**src/rtl/stump_seq_alu.sv**
```systemverilog
// ---------------------------------------------------------------------------
// stump_seq_alu
// Registered, parametrised Stump ALU with an iterative shift-add multiplier.
// Single-cycle operations complete on the edge that accepts them. MUL runs
// WIDTH iterations before it completes. Result and flags are registered and
// hold their value until the next completion.
//
// Ports
//   clk        system clock, all state on the rising edge
//   rst        synchronous active-high reset
//   start      operation request, accepted when ready=1
//   func       000 ADD, 001 ADC, 010 SUB, 011 SBC, 100 AND, 101 OR,
//              110 MUL, 111 ADDR
//   operand_A  first operand
//   operand_B  second operand
//   c_in       carry (ADC) or borrow (SBC) input
//   csh        shifter carry, becomes C for AND/OR
//   flags_we   update the flag register when the operation completes
//   ready      a start will be accepted this cycle
//   busy       a multiply is iterating
//   done       one-cycle pulse: result/flags_out were just updated
//   result     registered result
//   flags_out  registered {N,Z,V,C}
// ---------------------------------------------------------------------------
module stump_seq_alu #(
    parameter int WIDTH = 16,
    parameter int CNT_W = $clog2(WIDTH) + 1
) (
    input  logic             clk,
    input  logic             rst,
    input  logic             start,
    input  logic [2:0]       func,
    input  logic [WIDTH-1:0] operand_A,
    input  logic [WIDTH-1:0] operand_B,
    input  logic             c_in,
    input  logic             csh,
    input  logic             flags_we,
    output logic             ready,
    output logic             busy,
    output logic             done,
    output logic [WIDTH-1:0] result,
    output logic [3:0]       flags_out
);

    localparam logic [2:0] F_ADD  = 3'b000;
    localparam logic [2:0] F_ADC  = 3'b001;
    localparam logic [2:0] F_SUB  = 3'b010;
    localparam logic [2:0] F_SBC  = 3'b011;
    localparam logic [2:0] F_AND  = 3'b100;
    localparam logic [2:0] F_OR   = 3'b101;
    localparam logic [2:0] F_MUL  = 3'b110;
    localparam logic [2:0] F_ADDR = 3'b111;

    typedef enum logic [1:0] {S_IDLE, S_MULT, S_DONE} state_t;

    state_t state, state_nxt;

    // Iterative multiplier state; no reset needed, it is reloaded on accept.
    logic [2*WIDTH-1:0] acc_p0, mcand_p0, acc_nxt;
    logic [WIDTH-1:0]   mplier_p0;
    logic [CNT_W-1:0]   count_p0;
    logic               fwe_p0;

    logic               accept;
    logic               mul_last;
    logic [WIDTH+3:0]   eval;
    logic [3:0]         mul_flags;

    // Single-cycle evaluation: returns {result, N, Z, V, C}.
    function automatic logic [WIDTH+3:0] alu_eval(
        input logic [2:0]       f,
        input logic [WIDTH-1:0] a,
        input logic [WIDTH-1:0] b,
        input logic             ci,
        input logic             cs
    );
        logic [WIDTH:0]   sum;
        logic [WIDTH-1:0] r;
        logic             v;
        logic             c;
        sum = '0;
        r   = '0;
        v   = 1'b0;
        c   = 1'b0;
        case (f)
            F_ADD, F_ADC: begin
                sum = {1'b0, a} + {1'b0, b} + {{WIDTH{1'b0}}, (f == F_ADC) & ci};
                r   = sum[WIDTH-1:0];
                c   = sum[WIDTH];
                v   = (a[WIDTH-1] == b[WIDTH-1]) && (r[WIDTH-1] != a[WIDTH-1]);
            end
            F_SUB, F_SBC: begin
                // SUB adds 1, SBC adds ~c_in: c_in acts as a borrow.
                sum = {1'b0, a} + {1'b0, ~b} + {{WIDTH{1'b0}}, (f == F_SUB) | ~ci};
                r   = sum[WIDTH-1:0];
                c   = sum[WIDTH];
                v   = (a[WIDTH-1] != b[WIDTH-1]) && (r[WIDTH-1] != a[WIDTH-1]);
            end
            F_AND: begin
                r = a & b;
                c = cs;
            end
            F_OR: begin
                r = a | b;
                c = cs;
            end
            F_ADDR: r = a + b;
            default: r = '0;
        endcase
        return {r, r[WIDTH-1], (r == '0), v, c};
    endfunction

    assign accept   = start && ready;
    assign mul_last = (state == S_MULT) && (count_p0 == CNT_W'(1));
    assign eval     = alu_eval(func, operand_A, operand_B, c_in, csh);
    assign acc_nxt  = acc_p0 + (mplier_p0[0] ? mcand_p0 : '0);
    // V flags a product that did not fit in WIDTH bits.
    assign mul_flags = {acc_nxt[WIDTH-1], (acc_nxt[WIDTH-1:0] == '0),
                        (acc_nxt[2*WIDTH-1:WIDTH] != '0), 1'b0};

    // ---- FSM state register ----
    always_ff @(posedge clk) begin
        if (rst) state <= S_IDLE;
        else     state <= state_nxt;
    end

    always_comb begin
        state_nxt = state;
        case (state)
            S_IDLE, S_DONE: begin
                if (accept) state_nxt = (func == F_MUL) ? S_MULT : S_DONE;
                else        state_nxt = S_IDLE;
            end
            S_MULT: if (mul_last) state_nxt = S_DONE;
            default: state_nxt = S_IDLE;
        endcase
    end

    always_comb begin
        ready = (state != S_MULT);
        busy  = (state == S_MULT);
        done  = (state == S_DONE);
    end

    // ---- Multiplier iteration (loaded on accept, stepped in MULT) ----
    always_ff @(posedge clk) begin
        if (accept) begin
            fwe_p0    <= flags_we;
            acc_p0    <= '0;
            mcand_p0  <= {{WIDTH{1'b0}}, operand_A};
            mplier_p0 <= operand_B;
            count_p0  <= CNT_W'(WIDTH);
        end else if (state == S_MULT) begin
            acc_p0    <= acc_nxt;
            mcand_p0  <= mcand_p0 << 1;
            mplier_p0 <= mplier_p0 >> 1;
            count_p0  <= count_p0 - CNT_W'(1);
        end
    end

    // ---- Completion registers: result and flags ----
    always_ff @(posedge clk) begin
        if (rst) begin
            result    <= '0;
            flags_out <= '0;
        end else if (accept && (func != F_MUL)) begin
            result <= eval[WIDTH+3:4];
            if (flags_we && (func != F_ADDR)) flags_out <= eval[3:0];
        end else if (mul_last) begin
            result <= acc_nxt[WIDTH-1:0];
            if (fwe_p0) flags_out <= mul_flags;
        end
    end

endmodule
```
**config.mk**
```make
export PLATFORM = sky130hd
export DESIGN_NAME = stump_seq_alu
export DESIGN_NICKNAME = d
export VERILOG_FILES = /design/src/rtl/stump_seq_alu.sv
export SDC_FILE = /design/constraint.sdc
export NUM_CORES = 1
export LEC_CHECK = 0
export CAP_MARGIN = 10
export CORE_ASPECT_RATIO = 0.9
export CORE_UTILIZATION = 60
export DETAILED_ROUTE_END_ITERATION = 10
export GPL_TIMING_DRIVEN = 0
export PLACE_DENSITY = 0.81
export SLEW_MARGIN = 5
export SYNTH_ARGS = -nofsm -noshare
export SYNTH_HDL_FRONTEND = slang
export SYNTH_SLANG_ARGS = --single-unit
```
**constraint.sdc**
```tcl
create_clock -name clk -period 4.62 [get_ports clk]
set_input_delay 0.462 -clock clk [delete_from_list [all_inputs] [get_ports clk]]
set_output_delay 0.462 -clock clk [all_outputs]
set_load 0.03 [all_outputs]
```
After elaboration in Yosys (flattened, before gate mapping)
Cells that the tools add are included.

Register bits after elaboration: 108. Bits of input ports: 41. Logic and storage cells: 78.

Add/sub/neg operators: 7. Equality and inequality tests: 19. Mux-type cells: 18. Bitwise logic cells: 6. Reductions and logical operators: 19.

Operator list (number): 16-bit two-way mux (6); 16-bit one-hot mux with 5 select lines (1); 16-bit by 16-bit adder with 17-bit output (2); 17-bit by 1-bit adder with 17-bit output (2); 32-bit adder (1); 16-bit zero test (2); 32-bit two-way mux (1); 16-bit adder (1); 16-bit AND (1); 4-bit two-way mux (4); 16-bit NOT (1); 16-bit bitwise OR (1); 16-bit nonzero test (1); 3-bit == test, second input constant (4); 2-bit OR reduction (4); 3-bit by 2-bit == test with 1-bit output, second input constant (2); 1-bit logical AND (6); 2-bit two-way mux (3); 2-bit by 1-bit != test with 1-bit output, second input constant (3); 3-bit != test, second input constant (2); 2-bit nonzero test (3); 5-bit by 1-bit == test with 1-bit output, second input constant (1); 5-bit by 1-bit subtractor with 5-bit output, second input constant (1); 2-bit one-hot mux with 2 select lines (1); 13 further kinds (15).

Logic depth before layout (Yosys ltp)
Gate-level depths: netlist (run 1).

Depth after elaboration: 8. Depth in mapped cells: 16. Depth with buffers taken out: 15.

Worst setup path after synthesis (run 1)
Ideal clock, no wire load.

Path kind: in2reg. Start: input func[0]. End: register flags_out[2]. Data arrival time: 3.845 ns. Data required time: 4.551 ns. Setup slack: 0.706 ns. Stages: 16. Path through: clkbuf_1 buf_1 buf_4 o21ai_0 fa_1 fa_1 nor2b_1 o21bai_4 a21oi_4 o31ai_2 o22ai_1 o21ai_0 o221ai_1 or2_2 or4_1 o21ai_1.

Longest elaborated chain between the ends: 7.

Ends and longest elaborated chain: start: declaration (line 32) `input logic [2:0] func,`; 3-bit by 2-bit == test with 1-bit output / 3-bit by 1-bit == test with 1-bit output (equally long branches); 1-bit bitwise OR / 1-bit AND (equally long branches) (line 94, 87); 17-bit by 1-bit adder with 17-bit output (on tied branches) (line 94, 87); 16-bit one-hot mux with 5 select lines (line 85) `case (f)`; 16-bit zero test (line 110) `return {r, r[WIDTH-1], (r == '0), v, c};`; 4-bit two-way mux (line 168) `if (flags_we && (func != F_ADDR)) flags_out <= eval[3:0];`; 4-bit two-way mux (line 166) `end else if (accept && (func != F_MUL)) begin`; end signal: assignment (line 168); end signal: assignment (line 171) `if (fwe_p0) flags_out <= mul_flags;`; end: declaration (line 42) `output logic [3:0] flags_out`.

Several ways; a longest one is shown, not always the timed one. The select of a mux whose other input is x is not followed. A chain may end at the register's enable or synchronous reset.

Final worst setup path (run 1)
Start: input func[2]. End: register flags_out[2].

Same word-level chain as after synthesis.

==> flow_summary_export.csv, run 1 <==
group,metric,value,unit
outcome,status,"complete, no violations",
setup_path,cp_max_fo,10,
routing,dr.pass1.iters,6,
power_and_ir_drop,max-vdd-ir-drop,0.223,mV
yosys,synth_top_family_by_area,"compound AO/OA/AOI/OAI gates",
die,rows,42,
routing,drcViolationCount,0,
grt,grt_pass1_wl,47100,um
grt,overflow,0,
yosys,synth_compound_area_share,26.5,%
setup_path,crit_required,4910,ps
grt,first_global_vias,8585,
timing,relSlewSlack,44.2,%
die,start_util,62.4,%
final_layout,fin_nets,1397,
timing,tightest_slew,831,ps
place,place_congestion,1.00,
setup_path,critical_path_arrival,4860,ps
timing,period_minus_slack,4570,ps
final_layout,n_fill_cell,1275,
job,maxCapViolations,0,
clock_network,cts_hold_buf,0,
hold_path,min_from,"mcand_p0[28]",
power_and_ir_drop,p_int,0.00169,W
yosys,synth_cell_types,82,
yosys,synth_async_sr_flop_share,0,%
clock_network,clock_latency,360,ps
yosys,synth_edf_count,33,
power_and_ir_drop,swShare,34.6,%
final_layout,utilization,70.9,%
die,dieArea,16000,um^2
grt,grt_usage,38.3,%
yosys,synth_top_area_share,16.1,%
routing,via_count,9588,
yosys,ys_seq_area_share,26.8,%
timing,fin_crit_sh,98.9,%
final_layout,final_cell_mix,"153 x nand2_1, 106 x o21ai_0, 83 x nor2_1",
power_and_ir_drop,switchingPower,0.000896,W
die,die_y,120,um
timing,final-setup-viol-count,0,
setup_path,critPathKind,"in2reg",
clock_network,htreeDepth,3,
final_layout,drive_above_1_share,5.49,%
setup_path,crit_start,"func[2]",
place,dpl.hpwl,23900,um
die,pin_count,64,
timing,fmax,0.219,GHz
final_layout,seqCellArea,2490,um^2
yosys,synth_xor_area_share,3.67,%
grt,grt_max_degree,18,
place,dp_cells,1452,
clock_network,root_buffer,"clkbuf_16",
power_and_ir_drop,p_per_area,245,nW/um^2
die,core-area,14900,um^2
routing,dr.first_iter.drc_count,1232,
timing,clock-skew-final,8.77,ps
clock_network,cts_inserted_buffers,9,
yosys,synth_top_cell_by_area,"dfxtp_1",
routing,routedWlPerCell,20.6,um
final_layout,final_common_cell,"nand2_1",
setup_path,rr_startpoint,"mplier_p0[0]",
timing,drv_slew,0,
setup_path,reg2reg_slack,300,ps
yosys,yosysWarnings,0,
power_and_ir_drop,power.share.combinational,30.0,%
final_layout,syn_to_final_growth,13.7,%
grt,antenna_found_initial,0,
setup_path,end_kind,"flip-flop",
yosys,synth_area,9310,um^2
power_and_ir_drop,seqPwrFrac,40.9,%
clock_network,clock_path_buffers,2,
yosys,syn_inst,1190,
place,place_ws,-1010,ps
yosys,synth_area_per_cell,7.82,um^2
yosys,synthAdderAreaFrac,12.0,%
yosys,synth_simple_gate_area_share,24.3,%
clock_network,tritoncts,"yes",
setup_path,start_kind,"primary input",
clock_network,clkSlewWorstSetupHoldPaths,80,ps
yosys,ys_seq_elements,108,
power_and_ir_drop,p_leak,4.44,nW
yosys,synth_mux_area_share,0.538,%
routing,detail-route-antenna-nets,0,
routing,routed_via_density,6.51,
yosys,syn_nets,1317,
yosys,synthFlopType,"dfxtp_1",
final_layout,multi_input_area,6290,um^2
die,dieWidth,133,um
power_and_ir_drop,clkPwrFrac,29.2,%
hold_path,hp-class,"reg2reg",
timing,setup_ws,49.8,ps
timing,rsz0062_at_grt,"false",
yosys,synth_area_leaders,"dfxtp_1 16%, ha_1 11%, edfxtp_1 11%, nand2_1 6.2%, o21ai_0 5.8%",
clock_network,clock_sinks,108,
routing,wirelength,30300,um
place,io_buffers,63,
final_layout,layout.cells.non_filler,1473,
timing,hold_viol,0,
final_layout,antenna_cells,0,
## Yosys cell counts (12+ instances only)
cell	instances
a21oi_1	80
clkbuf_1	47
a21o_1	30
dfxtp_1	75
and3_1	13
ha_1	80
and2_1	37
xnor2_1	28
nor2b_1	12
edfxtp_1	33
inv_1	64
nand3b_1	45
nor3_1	17
nor2_1	84
o21ai_0	108
nand2_1	153
a221oi_1	15
a211oi_1	20
nand3_1	17
## layer usage
layer	GRT usage, %	vias up	routed length (um)	part of all wire, %
li1	-	4470	-	-
met1	56.5	4444	13500	44
met2	52.3	585	11800	39
met3	9.67	89	3810	13
met4	15.7	0	1240	4.1
met5	0	-	0	0
## final timing paths
path,endpoint,cells after the start
worst max register to register,flags_out[1],15
worst min-delay path,mcand_p0[29],2
worst max-delay path,flags_out[2],17
worst min register to register,mcand_p0[29],2
## critical path, cell delays in order
cell,delay [ps]
clkdlybuf4s50_1,620
inv_1,230
nand2_1,260
buf_6,190
o21ai_0,110
fa_2,410
fa_1,400
nor2b_1,200
o21bai_4,150
a21oi_4,100
o31ai_4,290
o22ai_1,120
o21ai_0,220
o221ai_2,210
or2_2,330
or4_1,410
o21ai_1,130
## cell type report
cell class	count	area share [%]
multi-input combinational	947	59.5
sequential	108	23.5
timing repair buffer	69	6.57
buffer	70	3.24
tap	198	2.34
inverter	65	2.30
clock buffer	11	2.20
clock inverter	5	0.355
## through the flow
| stage | power [W] | setup TNS (ps) | hold WS, ps | instance area, um^2 |
|---|---|---|---|---|
| 2_1_floorplan | 0.00155 | 0 | 425 | 9310 |
| 3_3_place_gp | 0.00179 | -6030 | 439 | 10200 |
| 3_5_place_dp | 0.00180 | -6520 | 448 | 10200 |
| 4_1_cts | 0.00254 | 0 | 458 | 10500 |
| 5_1_grt | 0.00268 | 0 | 482 | 10600 |
| 6_report | 0.00259 | 0 | 456 | 10600 |
## sequential cells by signal (all words and copies together) (netlist names)
signal	count
fwe_p0	1
mcand_p0	32
state	2
mplier_p0	16
acc_p0	32
count_p0	5
flags_out	4
result	16
## power by group through the flow
stage	logic [W]	clock network (W)	registers [W]
6_report	0.000776	0.000755	0.00106
5_1_grt	0.000833	0.000787	0.00106
4_1_cts	0.000735	0.000749	0.00106
3_5_place_dp	0.000725	0	0.00108
3_3_place_gp	0.000714	0	0.00108
2_1_floorplan	0.000452	0	0.00110
## repair_timing
action | CTS | global route
gates resized for setup | 8 | 12
endpoints found under the setup margin | 10 | 5
pin swaps | 0 | 2
buffers inserted | 1 | 4
## cell families after synthesis
| kind of cell | Yosys count |
|---|---|
| DFF | 108 |
| adders and majority gates | 86 |
| xor gates and xnor gates | 39 |
| AOI/OAI and AO/OA | 371 |
| and+or+nand+nor | 446 |
| buffers and inverters | 135 |
| muxes | 5 |
No activity file was read; power rests on OpenSTA's default activity.
==> run 2: changes to the inputs <==
--- a/config.mk
+++ b/config.mk
@@ -7,9 +7,11 @@
 export LEC_CHECK = 0
 export CAP_MARGIN = 10
 export CORE_ASPECT_RATIO = 0.9
+export CORE_MARGIN = 8
 export CORE_UTILIZATION = 60
 export DETAILED_ROUTE_END_ITERATION = 10
 export GPL_TIMING_DRIVEN = 0
+export MAX_ROUTING_LAYER = met4
 export PLACE_DENSITY = 0.81
 export SLEW_MARGIN = 5
 export SYNTH_ARGS = -nofsm -noshare
==> run 2 against run 1 <==
Net effect: routed wire length rose by 2.9%; clock skew rose by 4.7 ps; core utilization fell by 1.4 points; clock power rose by 4.8%; highest routed layer unchanged; fmax rose by 1.7%; via count rose by 0.62%; flip-flop and latch count did not move; critical path depth fell by 1; combinational power barely moved; sequential power barely moved; setup slack improved by 76 ps.
==> flow_summary_export.csv, run 2 (synthesized netlist as in run 1, its figures left out) <==
group,metric,value,unit
setup_path,critPathKind,"in2reg",
final_layout,drive_above_1_share,5.65,%
power_and_ir_drop,power,0.00263,W
setup_path,path_delay_family,"compound AO/OA/AOI/OAI gates",
job,maxCapViolations,0,
routing,drcViolationCount,0,
setup_path,crit_path_top_delay_cell,"clkdlybuf4s50_1",
timing,drv_slew,0,
place,dp_cells,1455,
final_layout,final_cell_mix,"152 x nand2_1, 108 x o21ai_0, 83 x nor2_1",
setup_path,worst-path-buf-inv,3,
grt,grt_usage,31.7,%
timing,relSlewSlack,25.8,%
die,core-area,15300,um^2
routing,dr.first_iter.drc_count,1024,
final_layout,utilization,69.5,%
clock_network,clock_latency,360,ps
clock_network,root_buffer,"clkbuf_16",
grt,antenna_found_initial,0,
grt,grt_max_degree,33,
timing,tightest_slew,1100,ps
power_and_ir_drop,swShare,33.8,%
setup_path,crit_start,"func[1]",
timing,fin_crit_sh,97.3,%
final_layout,top_regs,"acc_p0 (32), mcand_p0 (32)",
place,place_congestion,1.02,
power_and_ir_drop,p_leak,4.48,nW
timing,setup_ws,126,ps
hold_path,hp-class,"reg2reg",
die,start_util,60.9,%
power_and_ir_drop,p_per_area,247,nW/um^2
place,dpl.hpwl,24800,um
setup_path,rr_startpoint,"mplier_p0[0]",
routing,wirelength,31200,um
grt,overflow,0,
die,dieArea,19800,um^2
die,rows,43,
clock_network,tritoncts,"yes",
routing,detail-route-antenna-nets,0,
power_and_ir_drop,clkPwrFrac,30.1,%
routing,dr.pass1.iters,5,
setup_path,end_kind,"flip-flop",
final_layout,final_common_cell,"nand2_1",
grt,first_global_vias,8834,
outcome,status,"complete, no violations",
setup_path,crit_required,4860,ps
die,pin_count,64,
setup_path,cp_cell_sequence,"clkdlybuf4s50_1, buf_6, nand2_2, buf_6, o21ai_0, fa_1, nor2b_1, o21ai_0, o311ai_0, o211ai_1, a21oi_1, or3_1, a41oi_2, o2111ai_1, nor4_4, nor4_1",
clock_network,clkSlewWorstSetupHoldPaths,80,ps
power_and_ir_drop,max-vdd-ir-drop,0.235,mV
routing,via_count,9647,
clock_network,htreeDepth,3,
clock_network,clock_sinks,108,
final_layout,n_fill_cell,1290,
place,place_ws,-1250,ps
clock_network,cts_inserted_buffers,9,
setup_path,start_kind,"primary input",
timing,fmax,0.222,GHz
timing,hold_viol,0,
place,io_buffers,63,
setup_path,cp_slowest_stage_delay,520,ps
timing,final-setup-viol-count,0,
clock_network,clock_path_buffers,2,
final_layout,layout.cells.non_filler,1477,
power_and_ir_drop,switchingPower,0.000887,W
setup_path,cp_max_fo,10,
timing,period_minus_slack,4490,ps
die,die_y,134,um
power_and_ir_drop,p_int,0.00174,W
routing,routed_via_density,6.53,
final_layout,fin_nets,1397,
setup_path,critical_path_arrival,4730,ps
power_and_ir_drop,seqPwrFrac,40.2,%
final_layout,antenna_cells,0,
routing,routedWlPerCell,21.1,um
hold_path,min_from,"mcand_p0[28]",
die,dieWidth,147,um
timing,clock-skew-final,13.5,ps
power_and_ir_drop,power.share.combinational,29.7,%
grt,grt_pass1_wl,48300,um
final_layout,syn_to_final_growth,14.2,%
timing,rsz0062_at_grt,"false",
## run 2: changes by cell type in the layout (fill, tap and decap cells not counted), sizes merged
cell           change
clkinvlp           -1
dlymetal6s2s       +2
inv                +1
clkdlybuf4s50      -2
## run 2: metrics by stage
step / area [um^2] / hold slack, ps / TNS [ps]
after floorplan: 9310 / 425 / 0
after global placement: 10200 / 438 / -8330
after detailed placement: 10200 / 446 / -8750
after CTS: 10600 / 455 / 0
after global routing: 10600 / 478 / 0
final: 10600 / 450 / 0
## run 2: what timing repair did
action                                  4_1_cts  5_1_grt
setup buffers                                 4        1
gates resized for setup                      10        8
endpoints found under the setup margin       11        3
pin swaps                                     0        1
hold buffers                                  0        0
## run 2: area by class of cell
| cell class | instances | area, um^2 | area share, % |
|---|---|---|---|
| multi-input combinational | 947 | 6290 | 59.2 |
| sequential | 108 | 2490 | 23.5 |
| timing repair buffer | 69 | 701 | 6.59 |
| buffer | 70 | 343 | 3.23 |
| clock buffer | 11 | 264 | 2.48 |
| tap | 202 | 253 | 2.38 |
| inverter | 65 | 244 | 2.30 |
| clock inverter | 5 | 40.0 | 0.377 |
## run 2: power groups by stage
stage	Sequential [W]	Clock [W]	Combinational, W
finish	0.00106	0.000791	0.000779
detailed placement	0.00108	0	0.000734
global route	0.00106	0.000839	0.000834
floorplan	0.00110	0	0.000452
CTS	0.00105	0.000802	0.000749
global placement	0.00107	0	0.000726
## run 2: worst min-delay path: stages (launching register included)
cell	delay, ps
dfxtp_1	320
nand2_1	50
nand2_1	40
## run 2: path summary, 6_finish.rpt
check | end | slack (ps) | cells after the start
setup / recovery | flags_out[1] | 130 | 16
hold / removal | mcand_p0[29] | 450 | 2
setup reg to reg | flags_out[1] | 410 | 15
hold reg to reg | mcand_p0[29] | 450 | 2
## run 2: layer usage
layer | wire length (um) | track usage [%] | vias to the layer above
met1 | 13500 | 43.6 | 4552
li1 | - | - | 4475
met4 | 820 | 10.2 | 0
met2 | 13200 | 45.5 | 559
met5 | 0 | - | -
met3 | 3740 | 6.60 | 61
==> run 3: changes to the inputs <==
--- a/config.mk
+++ b/config.mk
@@ -9,6 +9,7 @@
 export CORE_ASPECT_RATIO = 0.9
 export CORE_MARGIN = 8
 export CORE_UTILIZATION = 60
+export CTS_CLUSTER_SIZE = 25
 export DETAILED_ROUTE_END_ITERATION = 10
 export GPL_TIMING_DRIVEN = 0
 export MAX_ROUTING_LAYER = met4
==> results of run 3 <==
Same layout as run 2: the final DEF is identical, and so are final timing and power.
